`src/rtl/uart_seq_pkg.sv`:
```
// Shared types for the CoreUART byte sequencer.
// FSM state encoding, rx error bit positions, guard counter type.
package uart_seq_pkg;

    localparam int GCNT_W  = 3;
    localparam int ERR_PAR = 0;
    localparam int ERR_FRM = 1;
    localparam int ERR_OVF = 2;

    typedef logic [GCNT_W-1:0] gcnt_t;

    typedef enum logic [2:0] {
        S_IDLE = 3'd0,
        S_WR   = 3'd1,
        S_WR_G = 3'd2,
        S_RD   = 3'd3,
        S_RD_G = 3'd4
    } state_e;

endpackage

```
`src/rtl/uart_core_sequencer_if.sv`:
```
// CSN/WEN/OEN byte interface of one CoreUART instance.
// master = sequencer side, slave = UART core side.
interface uart_core_sequencer_if;

    logic       UART_CSN;
    logic       UART_WEN;
    logic       UART_OEN;
    logic [7:0] UART_DATA_IN;
    logic [7:0] UART_DATA_OUT;
    logic       UART_TXRDY;
    logic       UART_RXRDY;
    logic       UART_PARITY_ERR;
    logic       UART_FRAMING_ERR;
    logic       UART_OVERFLOW;

    modport master (
        output UART_CSN,
        output UART_WEN,
        output UART_OEN,
        output UART_DATA_IN,
        input  UART_DATA_OUT,
        input  UART_TXRDY,
        input  UART_RXRDY,
        input  UART_PARITY_ERR,
        input  UART_FRAMING_ERR,
        input  UART_OVERFLOW
    );

    modport slave (
        input  UART_CSN,
        input  UART_WEN,
        input  UART_OEN,
        input  UART_DATA_IN,
        output UART_DATA_OUT,
        output UART_TXRDY,
        output UART_RXRDY,
        output UART_PARITY_ERR,
        output UART_FRAMING_ERR,
        output UART_OVERFLOW
    );

endinterface

```
`src/rtl/uart_rr_arbiter.sv`:
```
// Combinational round-robin picker; search starts one past `last`.
// The pointer register lives in the parent.
module uart_rr_arbiter #(
    parameter int NUM_REQ = 2
) (
    input  logic [NUM_REQ-1:0] req,
    input  logic [1:0]         last,
    input  logic               en,
    output logic [NUM_REQ-1:0] gnt,
    output logic [1:0]         gnt_id
);

    localparam int IW = (NUM_REQ > 1) ? $clog2(NUM_REQ) : 1;

    logic [IW-1:0] idx;
    logic          found;

    always_comb begin
        gnt    = '0;
        gnt_id = last;
        found  = 1'b0;
        idx    = '0;
        for (int k = 1; k <= NUM_REQ; k++) begin
            idx = IW'((int'(last) + k) % NUM_REQ);
            if (en && !found && req[idx]) begin
                found    = 1'b1;
                gnt[idx] = 1'b1;
                gnt_id   = 2'(idx);
            end
        end
    end

endmodule

```
`src/rtl/uart_core_sequencer.sv`:
```
// Sequences CoreUART strobes, round-robins TX requesters and
// drains RX bytes with error flags into a one-entry buffer.
module uart_core_sequencer
    import uart_seq_pkg::*;
#(
    parameter int NUM_REQ  = 2,
    parameter int TX_GUARD = 2,
    parameter int RX_GUARD = 2
) (
    input  logic                 CLK,
    input  logic                 RESET_N,
    input  logic [NUM_REQ-1:0]   req_valid,
    input  logic [8*NUM_REQ-1:0] req_data,
    output logic [NUM_REQ-1:0]   req_ready,
    output logic [1:0]           grant_id,
    output logic                 rx_valid,
    input  logic                 rx_ready,
    output logic [7:0]           rx_data,
    output logic [2:0]           rx_err,
    uart_core_sequencer_if.master core
);

    localparam gcnt_t TXG = gcnt_t'(TX_GUARD);
    localparam gcnt_t RXG = gcnt_t'(RX_GUARD);
    localparam gcnt_t ONE = gcnt_t'(1);

    state_e       state_q, state_d;
    gcnt_t        cnt_q, cnt_d;
    logic         csn_q, csn_d;
    logic         wen_q, wen_d;
    logic         oen_q, oen_d;
    logic [7:0]   din_q, din_d;
    logic [1:0]   gid_q, gid_d;
    logic         rxv_q, rxv_d;
    logic [7:0]   rxd_q, rxd_d;
    logic [2:0]   rxe_q, rxe_d;

    logic               rd_go;
    logic               arb_en;
    logic [NUM_REQ-1:0] gnt;
    logic [1:0]         gnt_id;
    logic [7:0]         sel;

    // RX wins the IDLE slot when the buffer is free or draining now
    assign rd_go  = core.UART_RXRDY && (!rxv_q || rx_ready);
    assign arb_en = (state_q == S_IDLE) && !rd_go && core.UART_TXRDY;

    uart_rr_arbiter #(
        .NUM_REQ (NUM_REQ)
    ) u_arb (
        .req    (req_valid),
        .last   (gid_q),
        .en     (arb_en),
        .gnt    (gnt),
        .gnt_id (gnt_id)
    );

    always_comb begin
        sel = '0;
        for (int i = 0; i < NUM_REQ; i++) begin
            if (gnt[i]) sel = req_data[8*i +: 8];
        end
    end

    always_comb begin
        state_d = state_q;
        cnt_d   = cnt_q;
        din_d   = din_q;
        gid_d   = gid_q;
        rxv_d   = rxv_q && !rx_ready;
        rxd_d   = rxd_q;
        rxe_d   = rxe_q;
        unique case (state_q)
            S_IDLE: begin
                if (rd_go) begin
                    state_d = S_RD;
                end else if (|gnt) begin
                    state_d = S_WR;
                    din_d   = sel;
                    gid_d   = gnt_id;
                end
            end
            S_WR: begin
                state_d = S_WR_G;
                cnt_d   = TXG;
            end
            S_RD: begin
                state_d        = S_RD_G;
                cnt_d          = RXG;
                rxv_d          = 1'b1;
                rxd_d          = core.UART_DATA_OUT;
                rxe_d[ERR_PAR] = core.UART_PARITY_ERR;
                rxe_d[ERR_FRM] = core.UART_FRAMING_ERR;
                rxe_d[ERR_OVF] = core.UART_OVERFLOW;
            end
            S_WR_G, S_RD_G: begin
                cnt_d = cnt_q - ONE;
                if (cnt_q == ONE) state_d = S_IDLE;
            end
            default: state_d = S_IDLE;
        endcase
        // strobes follow the next state so they are registered
        csn_d = !((state_d == S_WR) || (state_d == S_RD));
        wen_d = (state_d != S_WR);
        oen_d = (state_d != S_RD);
    end

    always_ff @(posedge CLK or negedge RESET_N) begin
        if (!RESET_N) begin
            state_q <= S_IDLE;
            cnt_q   <= '0;
            csn_q   <= 1'b1;
            wen_q   <= 1'b1;
            oen_q   <= 1'b1;
            din_q   <= '0;
            gid_q   <= 2'(NUM_REQ - 1);
            rxv_q   <= 1'b0;
            rxd_q   <= '0;
            rxe_q   <= '0;
        end else begin
            state_q <= state_d;
            cnt_q   <= cnt_d;
            csn_q   <= csn_d;
            wen_q   <= wen_d;
            oen_q   <= oen_d;
            din_q   <= din_d;
            gid_q   <= gid_d;
            rxv_q   <= rxv_d;
            rxd_q   <= rxd_d;
            rxe_q   <= rxe_d;
        end
    end

    assign req_ready         = gnt;
    assign grant_id          = gid_q;
    assign rx_valid          = rxv_q;
    assign rx_data           = rxd_q;
    assign rx_err            = rxe_q;
    assign core.UART_CSN     = csn_q;
    assign core.UART_WEN     = wen_q;
    assign core.UART_OEN     = oen_q;
    assign core.UART_DATA_IN = din_q;

endmodule

```
`src/flat_wrapper.sv`:
```
// flat-port wrapper written by rule: the top's interface ports become plain ports
module uart_core_sequencer_flat import uart_seq_pkg::*;
#(
    parameter int NUM_REQ  = 2,
    parameter int TX_GUARD = 2,
    parameter int RX_GUARD = 2
)
  (CLK, RESET_N, req_valid, req_data, req_ready, grant_id, rx_valid, rx_ready, rx_data, rx_err, core_UART_CSN, core_UART_WEN, core_UART_OEN, core_UART_DATA_IN, core_UART_DATA_OUT, core_UART_TXRDY, core_UART_RXRDY, core_UART_PARITY_ERR, core_UART_FRAMING_ERR, core_UART_OVERFLOW);
  uart_core_sequencer_if core_i ();
  input  logic CLK;
  input  logic RESET_N;
  input  logic [NUM_REQ-1:0] req_valid;
  input  logic [8*NUM_REQ-1:0] req_data;
  output logic [NUM_REQ-1:0] req_ready;
  output logic [1:0] grant_id;
  output logic rx_valid;
  input  logic rx_ready;
  output logic [7:0] rx_data;
  output logic [2:0] rx_err;
  output wire logic [$bits(core_i.UART_CSN)-1:0] core_UART_CSN;
  output wire logic [$bits(core_i.UART_WEN)-1:0] core_UART_WEN;
  output wire logic [$bits(core_i.UART_OEN)-1:0] core_UART_OEN;
  output wire logic [$bits(core_i.UART_DATA_IN)-1:0] core_UART_DATA_IN;
  input wire logic [$bits(core_i.UART_DATA_OUT)-1:0] core_UART_DATA_OUT;
  input wire logic [$bits(core_i.UART_TXRDY)-1:0] core_UART_TXRDY;
  input wire logic [$bits(core_i.UART_RXRDY)-1:0] core_UART_RXRDY;
  input wire logic [$bits(core_i.UART_PARITY_ERR)-1:0] core_UART_PARITY_ERR;
  input wire logic [$bits(core_i.UART_FRAMING_ERR)-1:0] core_UART_FRAMING_ERR;
  input wire logic [$bits(core_i.UART_OVERFLOW)-1:0] core_UART_OVERFLOW;
  assign core_UART_CSN = core_i.UART_CSN;
  assign core_UART_WEN = core_i.UART_WEN;
  assign core_UART_OEN = core_i.UART_OEN;
  assign core_UART_DATA_IN = core_i.UART_DATA_IN;
  assign core_i.UART_DATA_OUT = core_UART_DATA_OUT;
  assign core_i.UART_TXRDY = core_UART_TXRDY;
  assign core_i.UART_RXRDY = core_UART_RXRDY;
  assign core_i.UART_PARITY_ERR = core_UART_PARITY_ERR;
  assign core_i.UART_FRAMING_ERR = core_UART_FRAMING_ERR;
  assign core_i.UART_OVERFLOW = core_UART_OVERFLOW;
  uart_core_sequencer #(.NUM_REQ(NUM_REQ), .TX_GUARD(TX_GUARD), .RX_GUARD(RX_GUARD)) u_core (.CLK(CLK), .RESET_N(RESET_N), .req_valid(req_valid), .req_data(req_data), .req_ready(req_ready), .grant_id(grant_id), .rx_valid(rx_valid), .rx_ready(rx_ready), .rx_data(rx_data), .rx_err(rx_err), .core(core_i));
endmodule
```
`config.mk`:
```
export PLATFORM = sky130hd
export DESIGN_NAME = uart_core_sequencer_flat
export DESIGN_NICKNAME = d
export VERILOG_FILES = /design/src/rtl/uart_seq_pkg.sv /design/src/rtl/uart_core_sequencer_if.sv /design/src/rtl/uart_rr_arbiter.sv /design/src/rtl/uart_core_sequencer.sv /design/src/flat_wrapper.sv
export SDC_FILE = /design/constraint.sdc
export NUM_CORES = 1
export LEC_CHECK = 0
export ABC_AREA = 1
export CAP_MARGIN = 20
export CORE_ASPECT_RATIO = 1.2
export CORE_UTILIZATION = 45
export CTS_CLUSTER_DIAMETER = 100
export DETAILED_ROUTE_END_ITERATION = 8
export PLACE_DENSITY = 0.84
export SYNTH_ARGS = -nofsm -noshare
export SYNTH_HDL_FRONTEND = slang
export SYNTH_SLANG_ARGS = --single-unit
```
`constraint.sdc`:
```
create_clock -name CLK -period 2 [get_ports CLK]
set_input_delay 0.3 -clock CLK [delete_from_list [all_inputs] [get_ports CLK]]
set_output_delay 0.3 -clock CLK [all_outputs]
set_load 0.01 [all_outputs]
```
; After elaboration in Yosys (flattened, before gate mapping)
; Cells that the tools add are included.
[classes]
n_addsub = 3
order_cmp = 4
bitwise_logic = 2
mux = 21
n_reduce_logical = 24
n_eq_ne = 9
[op_table]
columns = cell, count
row1 = 2-to-1 mux 8 bit, 2
row2 = one-hot mux 3 bit (4 select lines), 1
row3 = equality test 3 x 1 -> 1 bit (second input constant), 3
row4 = equality test 3 x 2 -> 1 bit (second input constant), 3
row5 = logical AND 1 bit, 9
row6 = 2-to-1 mux 3 bit, 3
row7 = 2-to-1 mux 1 bit, 8
row8 = 2-to-1 mux 2 bit, 4
row9 = one-hot mux 3 bit (2 select lines), 1
row10 = OR reduction 2 bit, 3
row11 = logical NOT 1 bit, 5
row12 = less-than comparator 1 x 2 -> 1 bit (second input constant), 2
row13 = AND reduction 4 bit, 1
row14 = nonzero test 2 bit, 2
row15 = equality test 3 bit (second input constant), 1
row16 = logical NOT 3 bit, 1
row17 = inequality test 3 x 1 -> 1 bit (second input constant), 1
row18 = inequality test 3 x 2 -> 1 bit (second input constant), 1
row19 = AND reduction 3 bit, 1
row20 = subtractor 3 x 1 -> 3 bit (second input constant), 1
row21 = adder 1 bit (second input constant), 2
row22 = demux 1 bit (select 1 bit), 2
row23 = greater-or-equal comparator 1 bit (second input constant), 2
row24 = logical OR 1 bit, 2
row25 = 2 further kinds, 2
[word_totals]
in_bits = 34
output_inout_bits = 27
register_bits = 31

; Longest topological paths before layout
; Gate-level depths: netlist of run 1.
[logic_depth]
ltp_word = 19
ltp_mapped = 7
depth_no_buf = 7

; Hierarchy
; From an unflattened synthesis of run 1, not the netlist that was laid out.
[hier_totals]
cells_unflattened = 190
area_unflattened_um2 = 1581.5
[by_module_without_submodules]
columns = module, n_inst, cells_each, area_each_um2
row1 = uart_core_sequencer, 1, 170, 1498.9
row2 = uart_rr_arbiter, 1, 20, 82.6

; Worst setup path before layout of run 1
; Ideal clock, no wire load.
[synth_timing]
path_kind = register to output
start = register u_core.gid_q[0], in the netlist u_core.grant_id[0]
end = output req_ready[0]
setup_slack_ns = 0.613
arrival_ns = 1.087
path_stages_with_launch = 5
n_path_buf = 0
cell_sequence = dfstp_2 nor2_1 nor2_4 nand4_4 inv_2
[synth_between]
elab_chain_cells = 9
[synth_rtl]
columns = element, line_no
row1 = start: declaration, uart_core_sequencer.sv:33  ; logic [1:0] gid_q, gid_d;
row2 = start signal: assignment, uart_core_sequencer.sv:116  ; gid_q <= 2'(NUM_REQ - 1);
row3 = start signal: assignment, uart_core_sequencer.sv:127  ; gid_q <= gid_d;
row4 = branches (longest 8 deep; another with less-than comparator 1 x 2 -> 1 bit), --
row5 = 2-to-1 mux 2 bit *, uart_rr_arbiter.sv:25  ; if (en && !found && req[idx]) begin
row6 = end: declaration, flat_wrapper.sv:14  ; output logic [NUM_REQ-1:0] req_ready;
; Mark *: on every way between the ends. The select of a mux whose other input is x is not followed.

; Final worst setup path of run 1
[layout_timing]
start = register u_core.state_q[1]
end = output req_ready[0]
[layout_between]
elab_chain_cells = 9
[layout_rtl]
columns = element, line_no
row1 = start: declaration, uart_core_sequencer.sv:27  ; state_e state_q, state_d;
row2 = start signal: assignment, uart_core_sequencer.sv:121  ; state_q <= state_d;
row3 = logical NOT 3 bit *, uart_core_sequencer.sv:46  ; assign arb_en = (state_q == S_IDLE) && !rd_go && core.UART_TXRDY;
row4 = logical AND 1 bit * (2 in a row), uart_core_sequencer.sv:46
row5 = logical AND 1 bit, uart_rr_arbiter.sv:25
row6 = 2-to-1 mux 1 bit, uart_rr_arbiter.sv:25
row7 = logical NOT 1 bit, uart_rr_arbiter.sv:25
row8 = logical AND 1 bit (2 in a row), uart_rr_arbiter.sv:25
row9 = 2-to-1 mux 2 bit *, uart_rr_arbiter.sv:25
; Every way passes the cells marked *; elsewhere a longest branch is shown, timed or not.

==> impl_metrics.toml, run 1 <==
[outcome]
status = "finished clean"

[synthesis]
ys_seq_area_frac = 0.531
synthCells = 130
syn-cell-area_mm2 = 0.00142
synth_cell_types = 24
syn-num-nets = 166
syn_area_per_cell_um2 = 10.9
synth_seq_cells = 30
ys_warn_count = 0

[critical_path]
path_max_fanout = 3
worstSetupEndpointType = "output port"
cp_slowest_stage_delay_ns = 0.41
cp.required_ns = 1.70
timing.rr.end = "u_core.rx_data[0]"
crit_buf_inv = 4
crit_chain = "inv_2 -> nand2_2 -> nor2_8 -> buf_4 -> nand4_4 -> inv_2 -> clkdlybuf4s15_1"
worst_path_max_delay_cell = "dfrtp_1"
worst-r2r-cell-count = 3
reg2reg_from = "u_core.state_q[2]"
path_common_cell = "inv_2"
reg2reg_slack_ns = 0.58
crit_path_start_kind = "flop"
worst-endpoint-arrival_ns = 1.59
cp_top_family = "buffers and inverters"
criticalPathCategory = "flop to output port"

[route]
num_vias = 1193
final_antenna_net_count = 0
drt_first_pass_iters = 3
wl_per_cell_um = 12.7
wirelength_mm = 3.05
routed_via_density = 4.97
first_iter_violations = 2
drc_errors = 0

[cells_and_area]
antenna-diode-count = 0
fillers = 234
area_growth_pct = 52.7
fin_cells = 240
finalNetCount = 239
drive_gt1_frac = 0.240

[clock_network]
clock_sinks = 30
cts_tree = "yes"
clkLatencyLatePin_ns = 0.32
hold_buffers = 0
cts_buffer_depth = 2
cts_buffers = 5
cts_root_buffer = "clkbuf_4"
htreeDepth = 2
clk_pin_slew_worst_paths_ns = 0.09

[placed_design]
gp_congestion = 0.786
place_hpwl_mm = 2.36
placed_cells = 229
portBuffers = 59
place_ws_ns = -0.0780

[grt]
grt-busiest-layer = "met2"
grtUsageMet1 = 0.235
grt_max_degree = 31
gr-usage-met2 = 0.361
grt_pass1_vias = 1207
grt_overflow = 0
grt_pass1_wl_mm = 5.31
grt_antenna_before_repair = 0
met3_usage = 0.0894
grt_use_total = 0.217

[timing]
slew_viol_final = 0
fin_skew_ns = 0.00889
final.min_clock_period_ns = 1.89
rsz0062_at_grt = "false"
setup_ws_ns = 0.113
worst_hold_slack_ns = 0.345
fin_crit_sh = 0.944
finalSetupViolations = 0
max_freq_mhz = 530
hold_viol = 0

[die]
die_area_mm2 = 0.00339
initial_core_util = 0.470
rows = 22
die_x_um = 53.3
die_h_um = 63.6
io_pins = 61
core_mm2 = 0.00303

[hold_path]
hold_path_class = "primary input to async pin"

[power_and_ir_drop]
power_density_mw_per_mm2 = 1350
ir_drop_mv = 0.738
leakage_nw = 1.03

[run]
cap_viol_max_count = 0
==> cells in the final DEF, fill, tap and decap left out, drive strengths merged, types with 2 or more instances in the layout <==
cell / count
clkinv: 2
o21ai: 4
ha: 2
inv: 13
buf: 10
nand2: 21
dfstp: 4
dfrtp: 26
nand4: 2
clkdlybuf4s50: 57
nor2: 8
mux2: 11
a21oi: 2
nand3: 29
clkbuf: 7
==> final cells by class <==
cell class	instances	area, µm²	area share
flip-flops and latches	30	756	0.348
repair buffers	69	664	0.306
multi-input cells	83	589	0.271
inverters	14	57.6	0.0265
clock buffers	7	55.1	0.0253
well taps	36	45.0	0.0207
clock inverters	1	5.00	0.00230
==> through the flow <==
stage	power, mW	instance area (µm²)	util	TNS [ns]
finish	2.93	2170	0.717	0
floorplan	1.87	1420	-	0
CTS	2.96	2170	0.717	0
global placement	2.47	2080	0.688	-0.0700
detailed placement	2.53	2080	0.688	-0.129
global route	3.16	2170	0.717	0
==> registers in the layout (all words and copies together), names as in the netlist <==
name	cells
u_core.cnt_q	3
u_core.core.UART_DATA_IN	8
u_core.rx_data	8
u_core.core.UART_CSN	1
u_core.rx_err	3
u_core.rx_valid	1
u_core.core.UART_WEN	1
u_core.state_q	3
u_core.core.UART_OEN	1
u_core.grant_id	1
==> logic make-up (layout without fill, tap and decap cells) <==
kind of cell,after synthesis,after routing,share of synthesized area
adders and majority gates,2,2,0.0176
AOI/OAI and AO/OA,7,7,0.0273
and+or+nand+nor,61,61,0.248
other,1,1,0.00264
xor gates and xnor gates,1,1,0.00616
muxes,11,11,0.108
DFF,30,30,0.531
buffers and inverters,17,91,0.0589
==> cell usage after synthesis (all sizes together) <==
master | number | area, µm²
nand3 | 29 | 160
dfrtp | 26 | 651
nand2 | 21 | 81.3
inv | 13 | 48.8
mux2 | 11 | 154
nor2 | 8 | 61.3
dfstp | 4 | 105
o21ai | 4 | 20.0
buf | 3 | 26.3
a21oi | 2 | 10.0
ha | 2 | 25.0
nand4 | 2 | 42.5
and3 | 1 | 7.51
clkinv | 1 | 8.76
conb | 1 | 3.75
o221ai | 1 | 8.76
xor2 | 1 | 8.76
==> where the power goes <==
part           internal (mW)  switching, mW  leakage [nW]
Clock                  0.170          0.196        0.0353
Sequential             0.909          0.168         0.357
Combinational          0.857          0.633         0.633
Total                   1.94          0.997          1.03
==> what timing repair did <==
| action | 4_1_cts | 5_1_grt |
|---|---|---|
| resized for setup | 4 | 1 |
| pin swaps | 1 | 0 |
| buffers inserted | 3 | 0 |
| endpoints found under the setup margin | 2 | 1 |
==> how the worst max path moves through the flow <==
stage                  startpoint           end  depth (start not counted)
3_5_place_dp         req_valid[1]  req_ready[1]                          6
3_3_place_gp             rx_ready  req_ready[1]                          7
6_report        u_core.state_q[1]  req_ready[0]                          7
4_1_cts         u_core.state_q[1]  req_ready[0]                          7
2_1_floorplan  u_core.grant_id[0]  req_ready[0]                          4
5_1_grt         u_core.state_q[1]  req_ready[0]                          7
==> metal layers <==
layer,vias up,share of wire
li1,575,-
met1,561,0.39
met2,52,0.50
met3,5,0.089
met4,0,0.016
met5,-,0
(Power assumes the default switching activity.)
==> inputs of run 2 (changes only) <==
Settings changed: PLACE_DENSITY 0.84 to 0.87.
==> impl_metrics.toml, run 2 (same netlist as run 1, synthesis figures left out) <==
[outcome]
status = "finished clean"

[placed_design]
placed_cells = 228
dpl-instance-area_mm2 = 0.00208
place_ws_ns = -0.101
place_hpwl_mm = 2.43
portBuffers = 59
gp_congestion = 0.759

[clock_network]
clock_sinks = 30
htreeDepth = 2
cts_buffers = 5
clkLatencyLatePin_ns = 0.32
cts_buffer_depth = 2
cts_root_buffer = "clkbuf_4"
cts_tree = "yes"
clk_pin_slew_worst_paths_ns = 0.09

[die]
core_mm2 = 0.00303
die_area_mm2 = 0.00339
die_x_um = 53.3
rows = 22
io_pins = 61
die_h_um = 63.6
initial_core_util = 0.470

[cells_and_area]
finalInstanceArea_mm2 = 0.00220
layout_common_cells = "clkdlybuf4s50_1, nand3_1, dfrtp_1"
mostFrequentLayoutCell = "clkdlybuf4s50_1"
post-route-util = 0.728
finalNetCount = 237
antenna-diode-count = 0
drive_gt1_frac = 0.233
area_growth_pct = 54.9
fin_cells = 238

[grt]
grt_pass1_vias = 1211
grt_overflow = 0
grt_pass1_wl_mm = 5.32
grt_use_total = 0.217
grt_antenna_before_repair = 0
grt_max_degree = 31

[route]
drc_errors = 0
wl_met2_mm = 1.58
routed_via_density = 5.03
top_layer = "met4"
drt-met1-wl_mm = 1.20
wirelength_mm = 3.10
first_iter_violations = 14
num_vias = 1197
drt_first_pass_iters = 4
routed-wl-met3_um = 255
wl_per_cell_um = 13.0
final_antenna_net_count = 0

[timing]
fin_crit_sh = 0.902
fin_skew_ns = 0.00919
hold_viol = 0
rsz0062_at_grt = "false"
worst_hold_slack_ns = 0.368
max_freq_mhz = 554
slew_viol_final = 0
setup_ws_ns = 0.195
tns_ns = 0
finalSetupViolations = 0
final.min_clock_period_ns = 1.80

[critical_path]
timing.rr.end = "u_core.rx_err[1]"
worst-r2r-cell-count = 3
worstSetupEndpointType = "output port"
reg2reg_slack_ns = 0.53
path_max_fanout = 4
criticalPathCategory = "flop to output port"
worstSetupEndpoint = "req_ready[0]"
cp-startpoint = "u_core.grant_id[0]"
reg2reg_from = "u_core.state_q[2]"
worst-endpoint-arrival_ns = 1.50
cp.required_ns = 1.70
crit_path_start_kind = "flop"

[power_and_ir_drop]
power_density_mw_per_mm2 = 1440
leakage_nw = 1.04
total_power_mw = 3.17
ir_drop_mv = 0.964

[run]
cap_viol_max_count = 0

[hold_path]
hold_path_class = "primary input to async pin"
-- run 2: changes by cell type in the layout (fill, tap and decap cells not counted), sizes merged --
cell	before	now
dlygate4sd2	1	2
buf	10	8
clkdlybuf4s15	1	0
clkinv	2	1
clkbuf	7	6
bufinv	0	2
-- run 2: worst min path at each step --
stage,endpoint,slack (ns)
detailed placement,u_core.rx_data[5],0.51
floorplan,u_core.cnt_q[0],0.004
finish,u_core.core.UART_DATA_IN[3],0.37
CTS,u_core.state_q[1],0.37
global route,u_core.state_q[1],0.37
global placement,u_core.rx_data[7],0.49
-- run 2: critical path: stages, from the launching register on --
cell	delay, ns
dfstp_2	0.57
nor2_1	0.09
nor2_4	0.11
nand4_4	0.09
inv_2	0.07
dlygate4sd2_1	0.26
-- run 2: final cells by class --
type	instances	area (µm²)
fill	223	825
timing repair buffer	67	648
sequential	30	756
multi-input combinational	83	586
clock buffer	6	51.3
inverter	14	57.6
tap	36	45.0
clock inverter	2	60.1
-- run 2: timing repair --
item	4_1_cts	5_1_grt
gates resized for setup	3	0
hold buffers	0	0
setup endpoints to repair	2	0
buffers inserted	2	0
-- run 2: where the power goes --
group	switching [mW]	internal, mW
clock	0.196	0.424
sequential	0.173	0.909
combinational	0.636	0.834
total	1.00	2.17
-- run 2: layer usage --
| metal | global-route usage | up-vias |
|---|---|---|
| li1 | - | 570 |
| met1 | 0.252 | 566 |
| met2 | 0.353 | 55 |
| met3 | 0.0700 | 6 |
| met4 | 0.0987 | 0 |
| met5 | 0 | - |
